===== src/rtl/ws2811_pkg.sv =====
// ws2811_pkg: state encoding, pixel type and latch timing helper for the WS2811 strip controller
package ws2811_pkg;
   typedef enum logic [2:0] {IDLE, FETCH, WAIT_DATA, START, WAIT_TX, LATCH, DONE} state_e;
   typedef logic [23:0] pixel_t;
   function automatic int latch_cycles(input int clock_speed, input int latch_us);
      return (clock_speed / 1_000_000) * latch_us;
   endfunction
endpackage


===== src/rtl/ws2811_strip_controller.sv =====
// ws2811_strip_controller: walks pixel memory and hands one GRB word at a time to an external WS2811 transmitter
module ws2811_strip_controller
   import ws2811_pkg::*;
#(
   parameter int CLOCK_SPEED = 50_000_000,
   parameter int MAX_PIXELS = 256,
   parameter int LATCH_US = 60,
   localparam int ADDR_W = $clog2(MAX_PIXELS)
) (
   input  logic              clkIN,
   input  logic              resetIN,
   input  logic              startIN,
   input  logic              loopIN,
   input  logic [ADDR_W:0]   pixelCountIN,
   output logic [ADDR_W-1:0] addrOUT,
   input  logic [23:0]       rdDataIN,
   output logic              txStartOUT,
   output logic [23:0]       txDataOUT,
   input  logic              txBusyIN,
   output logic              busyOUT,
   output logic              doneOUT
);
   localparam int LATCH_CYCLES = latch_cycles(CLOCK_SPEED, LATCH_US);
   localparam int LAT_W = $clog2(LATCH_CYCLES + 1);
   localparam logic [LAT_W-1:0] LAT_LAST = LAT_W'(LATCH_CYCLES - 1);
   localparam logic [ADDR_W:0] MAX_CNT = (ADDR_W + 1)'(MAX_PIXELS);
   localparam logic [2:0] S_IDLE = IDLE;
   localparam logic [2:0] S_FETCH = FETCH;
   localparam logic [2:0] S_WAIT_DATA = WAIT_DATA;
   localparam logic [2:0] S_START = START;
   localparam logic [2:0] S_WAIT_TX = WAIT_TX;
   localparam logic [2:0] S_LATCH = LATCH;
   localparam logic [2:0] S_DONE = DONE;

   logic [2:0] state_q, state_d;
   logic [ADDR_W:0] idx_q, idx_d, cnt_q, cnt_d, cap;
   logic [LAT_W-1:0] lat_q, lat_d;
   pixel_t data_q, data_d;

   // index and count carry one extra bit so a full-depth frame ends without wrapping
   assign cap = (pixelCountIN > MAX_CNT) ? MAX_CNT : pixelCountIN;

   always_comb begin
      state_d = state_q;
      idx_d = idx_q;
      cnt_d = cnt_q;
      lat_d = lat_q;
      data_d = data_q;
      case (state_q)
         S_IDLE:
            if (startIN && !txBusyIN) begin
               cnt_d = cap;
               idx_d = '0;
               state_d = (cap == '0) ? S_DONE : S_FETCH;
            end
         S_FETCH: state_d = S_WAIT_DATA;
         S_WAIT_DATA: begin
            data_d = rdDataIN;
            state_d = S_START;
         end
         S_START: state_d = txBusyIN ? S_WAIT_TX : S_START;
         S_WAIT_TX:
            if (!txBusyIN) begin
               if (idx_q + 1'b1 < cnt_q) begin
                  idx_d = idx_q + 1'b1;
                  state_d = S_FETCH;
               end else begin
                  lat_d = '0;
                  state_d = S_LATCH;
               end
            end
         S_LATCH: begin
            lat_d = (lat_q == LAT_LAST) ? lat_q : lat_q + 1'b1;
            state_d = (lat_q == LAT_LAST) ? S_DONE : S_LATCH;
         end
         S_DONE:
            if (loopIN) begin
               cnt_d = cap;
               idx_d = '0;
               state_d = (cap == '0) ? S_DONE : S_FETCH;
            end else begin
               state_d = S_IDLE;
            end
         default: state_d = S_IDLE;
      endcase
   end

   always_ff @(posedge clkIN) begin
      if (resetIN) begin
         state_q <= S_IDLE;
         idx_q <= '0;
         cnt_q <= '0;
         lat_q <= '0;
         data_q <= '0;
      end else begin
         state_q <= state_d;
         idx_q <= idx_d;
         cnt_q <= cnt_d;
         lat_q <= lat_d;
         data_q <= data_d;
      end
   end

   assign addrOUT = idx_q[ADDR_W-1:0];
   assign txDataOUT = data_q;
   assign txStartOUT = (state_q == S_START);
   assign busyOUT = (state_q != S_IDLE);
   assign doneOUT = (state_q == S_DONE);
endmodule


===== config.mk =====
export PLATFORM = sky130hd
export DESIGN_NAME = ws2811_strip_controller
export DESIGN_NICKNAME = d
export VERILOG_FILES = /design/src/rtl/ws2811_pkg.sv /design/src/rtl/ws2811_strip_controller.sv
export SDC_FILE = /design/constraint.sdc
export NUM_CORES = 1
export LEC_CHECK = 0
export CORE_MARGIN = 2
export CORE_UTILIZATION = 35
export DETAILED_ROUTE_END_ITERATION = 8
export PLACE_DENSITY_LB_ADDON = 0.1
export SYNTH_ARGS = -nofsm -noshare
export SYNTH_HDL_FRONTEND = slang
export SYNTH_SLANG_ARGS = --single-unit

===== constraint.sdc =====
create_clock -name clkIN -period 7.2 [get_ports clkIN]
set_input_delay 1.44 -clock clkIN [delete_from_list [all_inputs] [get_ports clkIN]]
set_output_delay 1.44 -clock clkIN [all_outputs]
set_load 0.02 [all_outputs]

Word-level counts from Yosys, hierarchy flattened
Index checks and enable logic that the tools add are counted.

storage, ports and cells
  bits in registers = 57
  bits in latches = 0
  RAM bits = 0
  bits in read-only memories = 0
  input port bits = 38
  output and inout port bits = 35
  memories kept = 0

cells by class
  add/sub/neg operators = 2
  multipliers = 0
  div/mod/pow operators = 0
  $lt $le $gt $ge = 2
  eq/ne operators = 13
  shift operators = 0
  muxes and demuxes = 21
  bitwise operators = 0
  reduce and logical (&&, ||, !) cells = 12

operator list
  operator                                               number
  2-to-1 mux 9 bit                                       7
  2-to-1 mux 12 bit                                      3
  one-hot mux 9 bit (3 select lines)                     1
  one-hot mux 12 bit (2 select lines)                    1
  one-hot mux 3 bit (7 select lines)                     1
  2-to-1 mux 3 bit                                       6
  one-hot mux 9 bit (2 select lines)                     1
  adder 12 x 1 -> 12 bit (second input constant)         1
  equality test 12 bit (second input constant)           1
  inequality test 2 bit (second input constant)          6
  adder 9 x 1 -> 9 bit (second input constant)           1
  equality test 3 bit (second input constant)            3
  greater-than comparator 9 bit (second input constant)  1
  zero test 9 bit                                        1
  < comparator 9 bit                                     1
  equality test 3 x 2 -> 1 bit (second input constant)   2
  nonzero test 3 bit                                     2
  AND reduction 5 bit                                    1
  AND reduction 4 bit                                    1
  nonzero test 2 bit                                     2
  equality test 3 x 1 -> 1 bit (second input constant)   1
  zero test 3 bit                                        1
  AND reduction 3 bit                                    1
  2-to-1 mux 2 bit                                       1
  3 further kinds                                        3

Depth between registers and ports, before layout
  depth after elaboration = 6
  mapped depth = 12
  mapped depth without buffers = 11

Worst setup path after synthesis
OpenSTA, ideal clock, no wires.

  path type = register -> register
  start = reg idx_q[0]
  end = reg lat_q[10]
  arrival = 2.755 ns
  slack = 4.323 ns
  cell stages (with the launch flop) = 13
  path buffers = 1
  period minus slack after synthesis = 2.877 ns
  cell sequence = dfxtp_1 ha_1 and3_1 and3_1 xor2_1 ha_1 a21o_1 a221oi_4 o21ai_2 a311oi_4 buf_6 nor3_2 mux2i_1

on the way
  cells in the longest elaborated chain, start to end = 4

ends and longest elaborated chain
  what                                    line                           source
  start: declaration                      ws2811_strip_controller.sv:36  logic [ADDR_W:0] idx_q, idx_d, cnt_q, cnt_d, cap;
  start signal: assignment                ws2811_strip_controller.sv:97  idx_q <= idx_d;
  adder 9 x 1 -> 9 bit                    ws2811_strip_controller.sv:64  if (idx_q + 1'b1 < cnt_q) begin
  < comparator 9 bit                      ws2811_strip_controller.sv:64
  inequality test 2 bit (no source line)  --
  AND reduction 4 bit (no source line)    --
  end signal: assignment                  ws2811_strip_controller.sv:99  lat_q <= lat_d;
  end: declaration                        ws2811_strip_controller.sv:37  logic [LAT_W-1:0] lat_q, lat_d;

No other way between the ends.
A chain may end at the register's enable or synchronous reset.

Worst setup path in the final report
  start = reg idx_q[0]
  end = reg lat_q[0]

Same word-level chain as after synthesis.

==> flow_summary.json <==
{
  "status": "completed",
  "nFillCells": 842,
  "post-place-ws_ps": 3720,
  "cp_max_fo": 18,
  "clkTransAtPathRegs_ps": 70,
  "grt_pass1_wl_microns": 11800,
  "cts_resized": 0,
  "reg2reg_from": "idx_q[0]$_SDFFE_PP0P_",
  "overflow": 0,
  "hp-class": "reg2reg",
  "rows": 33,
  "dpl.cell_count": 525,
  "drc": 0,
  "gp_congestion": 0.745,
  "syn_to_final_growth_pct": 32.4,
  "hold_start": "txDataOUT[15]$_SDFFE_PP0P_",
  "vias": 2736,
  "regToRegSetupSlack_ps": 3760,
  "p_total_uw": 764,
  "synth_area_sq_um": 2940,
  "holdPathStages": 2,
  "diodes": 0,
  "top_layer_used": "met4",
  "cts_hold_buf": 0,
  "setup_slack_ps": 3760,
  "fmax_ghz": 0.291,
  "routed_via_density": 5.06,
  "setup_tns_ps": 0,
  "clk_path_buf_depth": 2,
  "yosysUniqueCellTypes": 47,
  "cap_violations": 0,
  "reg2reg_depth": 11,
  "ant_nets": 0,
  "hold_violations": 0,
  "synthCells": 372,
  "path_buf_inv": 0,
  "port_buffers": 72,
  "io_pins": 73,
  "yosysWarnings": 0,
  "hold_end": "txDataOUT[15]$_SDFFE_PP0P_",
  "stdcell_count": 541,
  "fin_area_sq_um": 3900,
  "grt_max_degree": 42,
  "htree_levels": 3,
  "crit_family": "compound AO/OA/AOI/OAI gates",
  "track_usage": 0.166,
  "power_density_nw_per_um2": 196,
  "cp_data_required_time_ps": 7410,
  "worstMarginPinSlew_ps": 907,
  "clock-sinks": 57,
  "finalCriticalPeriod_ps": 3440,
  "cts_tree": "built",
  "startpoint_type": "register",
  "grt_pass1_vias": 2512,
  "wl_per_cell_microns": 13.2,
  "slowest_delay_ps": 730,
  "drtIter0Drc": 109,
  "dpl-instance-area_sq_um": 3670,
  "slew_violations": 0,
  "wl_microns": 7160,
  "core-area_sq_um": 8180,
  "syn-num-nets": 420,
  "fp.dieArea_sq_um": 9160,
  "antenna_found_initial": 0,
  "final_common_cell": "nand2_1",
  "dr.pass1.iters": 6,
  "ys_ff_latch": 57,
  "cp_cell_sequence": "ha_1 > and3_1 > and3_1 > xor2_1 > ha_1 > a21o_1 > a221oi_4 > o21ai_2 > a311oi_4 > or3_2 > a21oi_1",
  "initial_core_util": 0.360,
  "whs_ps": 454,
  "path_class": "reg2reg",
  "cts_setup_buffers": 0,
  "reg2reg_to": "lat_q[0]$_SDFFE_PP0P_",
  "crit_slowest_cell": "a311oi_4",
  "end_kind": "register",
  "met3_length_microns": 443,
  "cts_made_buffers": 9,
  "layout-drive-gt1-share": 0.0665,
  "power_leakage_nw": 1.40,
  "vdd_drop_max_uv": 78.5,
  "wl_met1_microns": 3350,
  "finClkSkew_ps": 4.80,
  "place_hpwl_microns": 5050,
  "final_nets": 479,
  "chipHeight_microns": 95.7,
  "min_period_over_period": 0.477,
  "setup_violations": 0,
  "rsz0062_at_grt": "no",
  "worstSkewPairLatency_ps": 340,
  "root_buffer": "clkbuf_8",
  "met2_length_microns": 3230,
  "critPathArrivalTime_ps": 3650,
  "postSynthAreaPerCell_sq_um": 7.91,
  "ys_seq_area_frac": 0.388,
  "layout_common_cells": "nand2_1, clkdlybuf4s50_1, dfxtp_1",
  "die_x_microns": 95.7,
  "slew-limit-headroom": 0.395,
  "final_util": 0.477
}
[flip-flops by register name, summed over array words and instances, names as in the netlist]
signal,cells
idx_q,9
cnt_q,9
state_q,3
lat_q,12
txDataOUT,24
[cell usage after synthesis (all sizes together)]
library cell | instances | area share
nand2 | 73 | 0.093
dfxtp | 57 | 0.39
a21oi | 47 | 0.080
nand3 | 21 | 0.036
o21ai | 18 | 0.032
clkbuf | 15 | 0.019
inv | 14 | 0.018
nor2 | 12 | 0.015
buf | 11 | 0.029
nor3 | 11 | 0.020
ha | 10 | 0.043
o31ai | 10 | 0.026
nand3b | 9 | 0.023
and3 | 8 | 0.019
nand2b | 8 | 0.017
or4 | 7 | 0.018
a21o | 4 | 0.010
nand4 | 4 | 0.0085
xnor2 | 4 | 0.012
mux2i | 3 | 0.010
nor2b | 3 | 0.0064
xor2 | 3 | 0.0089
a221oi | 2 | 0.012
and2 | 2 | 0.0043
or3 | 2 | 0.0047
a211o | 1 | 0.0030
a211oi | 1 | 0.0026
a311o | 1 | 0.0038
a311oi | 1 | 0.0089
a31o | 1 | 0.0030
a31oi | 1 | 0.0021
nor4 | 1 | 0.0021
o21a | 1 | 0.0026
o21bai | 1 | 0.0026
o221a | 1 | 0.0038
o221ai | 1 | 0.0051
o311a | 1 | 0.0034
o31a | 1 | 0.0030
or2 | 1 | 0.0021
[final cells by class]
| class | count | area (sq um) | area share |
|---|---|---|---|
| clock inverters | 5 | 77.6 | 0.0199 |
| flip-flops and latches | 57 | 1140 | 0.293 |
| repair buffers | 74 | 736 | 0.189 |
| inverters | 14 | 52.6 | 0.0135 |
| well taps | 105 | 131 | 0.0337 |
| multi-input cells | 275 | 1610 | 0.412 |
| clock buffers | 11 | 151 | 0.0389 |
[worst register-to-register path, cell delays in order, from the launching register on]
cell and delay [ps]:
dfxtp_1 430, ha_1 290, and3_1 200, and3_1 240, xor2_1 200, ha_1 270, a21o_1 190, a221oi_4 320
o21ai_2 140, a311oi_4 740, or3_2 240, a21oi_1 60
[worst max-delay path by stage]
stage	from	to	slack, ps	cells after the start
2_1_floorplan	idx_q[0]$_SDFFE_PP0P_	lat_q[10]$_SDFFE_PP0P_	4320	12
3_5_place_dp	txBusyIN	idx_q[3]$_SDFFE_PP0P_	3720	7
6_report	idx_q[0]$_SDFFE_PP0P_	lat_q[0]$_SDFFE_PP0P_	3760	11
5_1_grt	idx_q[0]$_SDFFE_PP0P_	lat_q[9]$_SDFFE_PP0P_	3540	11
3_3_place_gp	idx_q[0]$_SDFFE_PP0P_	lat_q[0]$_SDFFE_PP0P_	3770	11
4_1_cts	idx_q[0]$_SDFFE_PP0P_	lat_q[0]$_SDFFE_PP0P_	3730	11
[cell families (layout without fill, tap and decap cells)]
family | count (synthesis) | count (layout) | share of synthesized area
compound gates | 93 | 93 | 0.203
xor+xnor | 7 | 7 | 0.0208
simple gates | 162 | 162 | 0.269
fa+ha+maj | 10 | 10 | 0.0425
flops | 57 | 57 | 0.388
mux | 3 | 3 | 0.0102
buf+inv | 40 | 104 | 0.0663
[per-layer routing]
metal / GRT usage / up-vias
li1: - / 1423
met1: 0.217 / 1250
met2: 0.244 / 52
met3: 0.0564 / 11
met4: 0.0810 / 0
met5: 0 / -
[where the power goes]
| group | internal (mW) | total [mW] | switching, mW |
|---|---|---|---|
| Combinational | 0.0432 | 0.0899 | 0.0467 |
| Clock | 0.212 | 0.345 | 0.133 |
| Sequential | 0.322 | 0.329 | 0.00719 |
| Total | 0.577 | 0.764 | 0.187 |
Power figures use the tool's default switching activity.
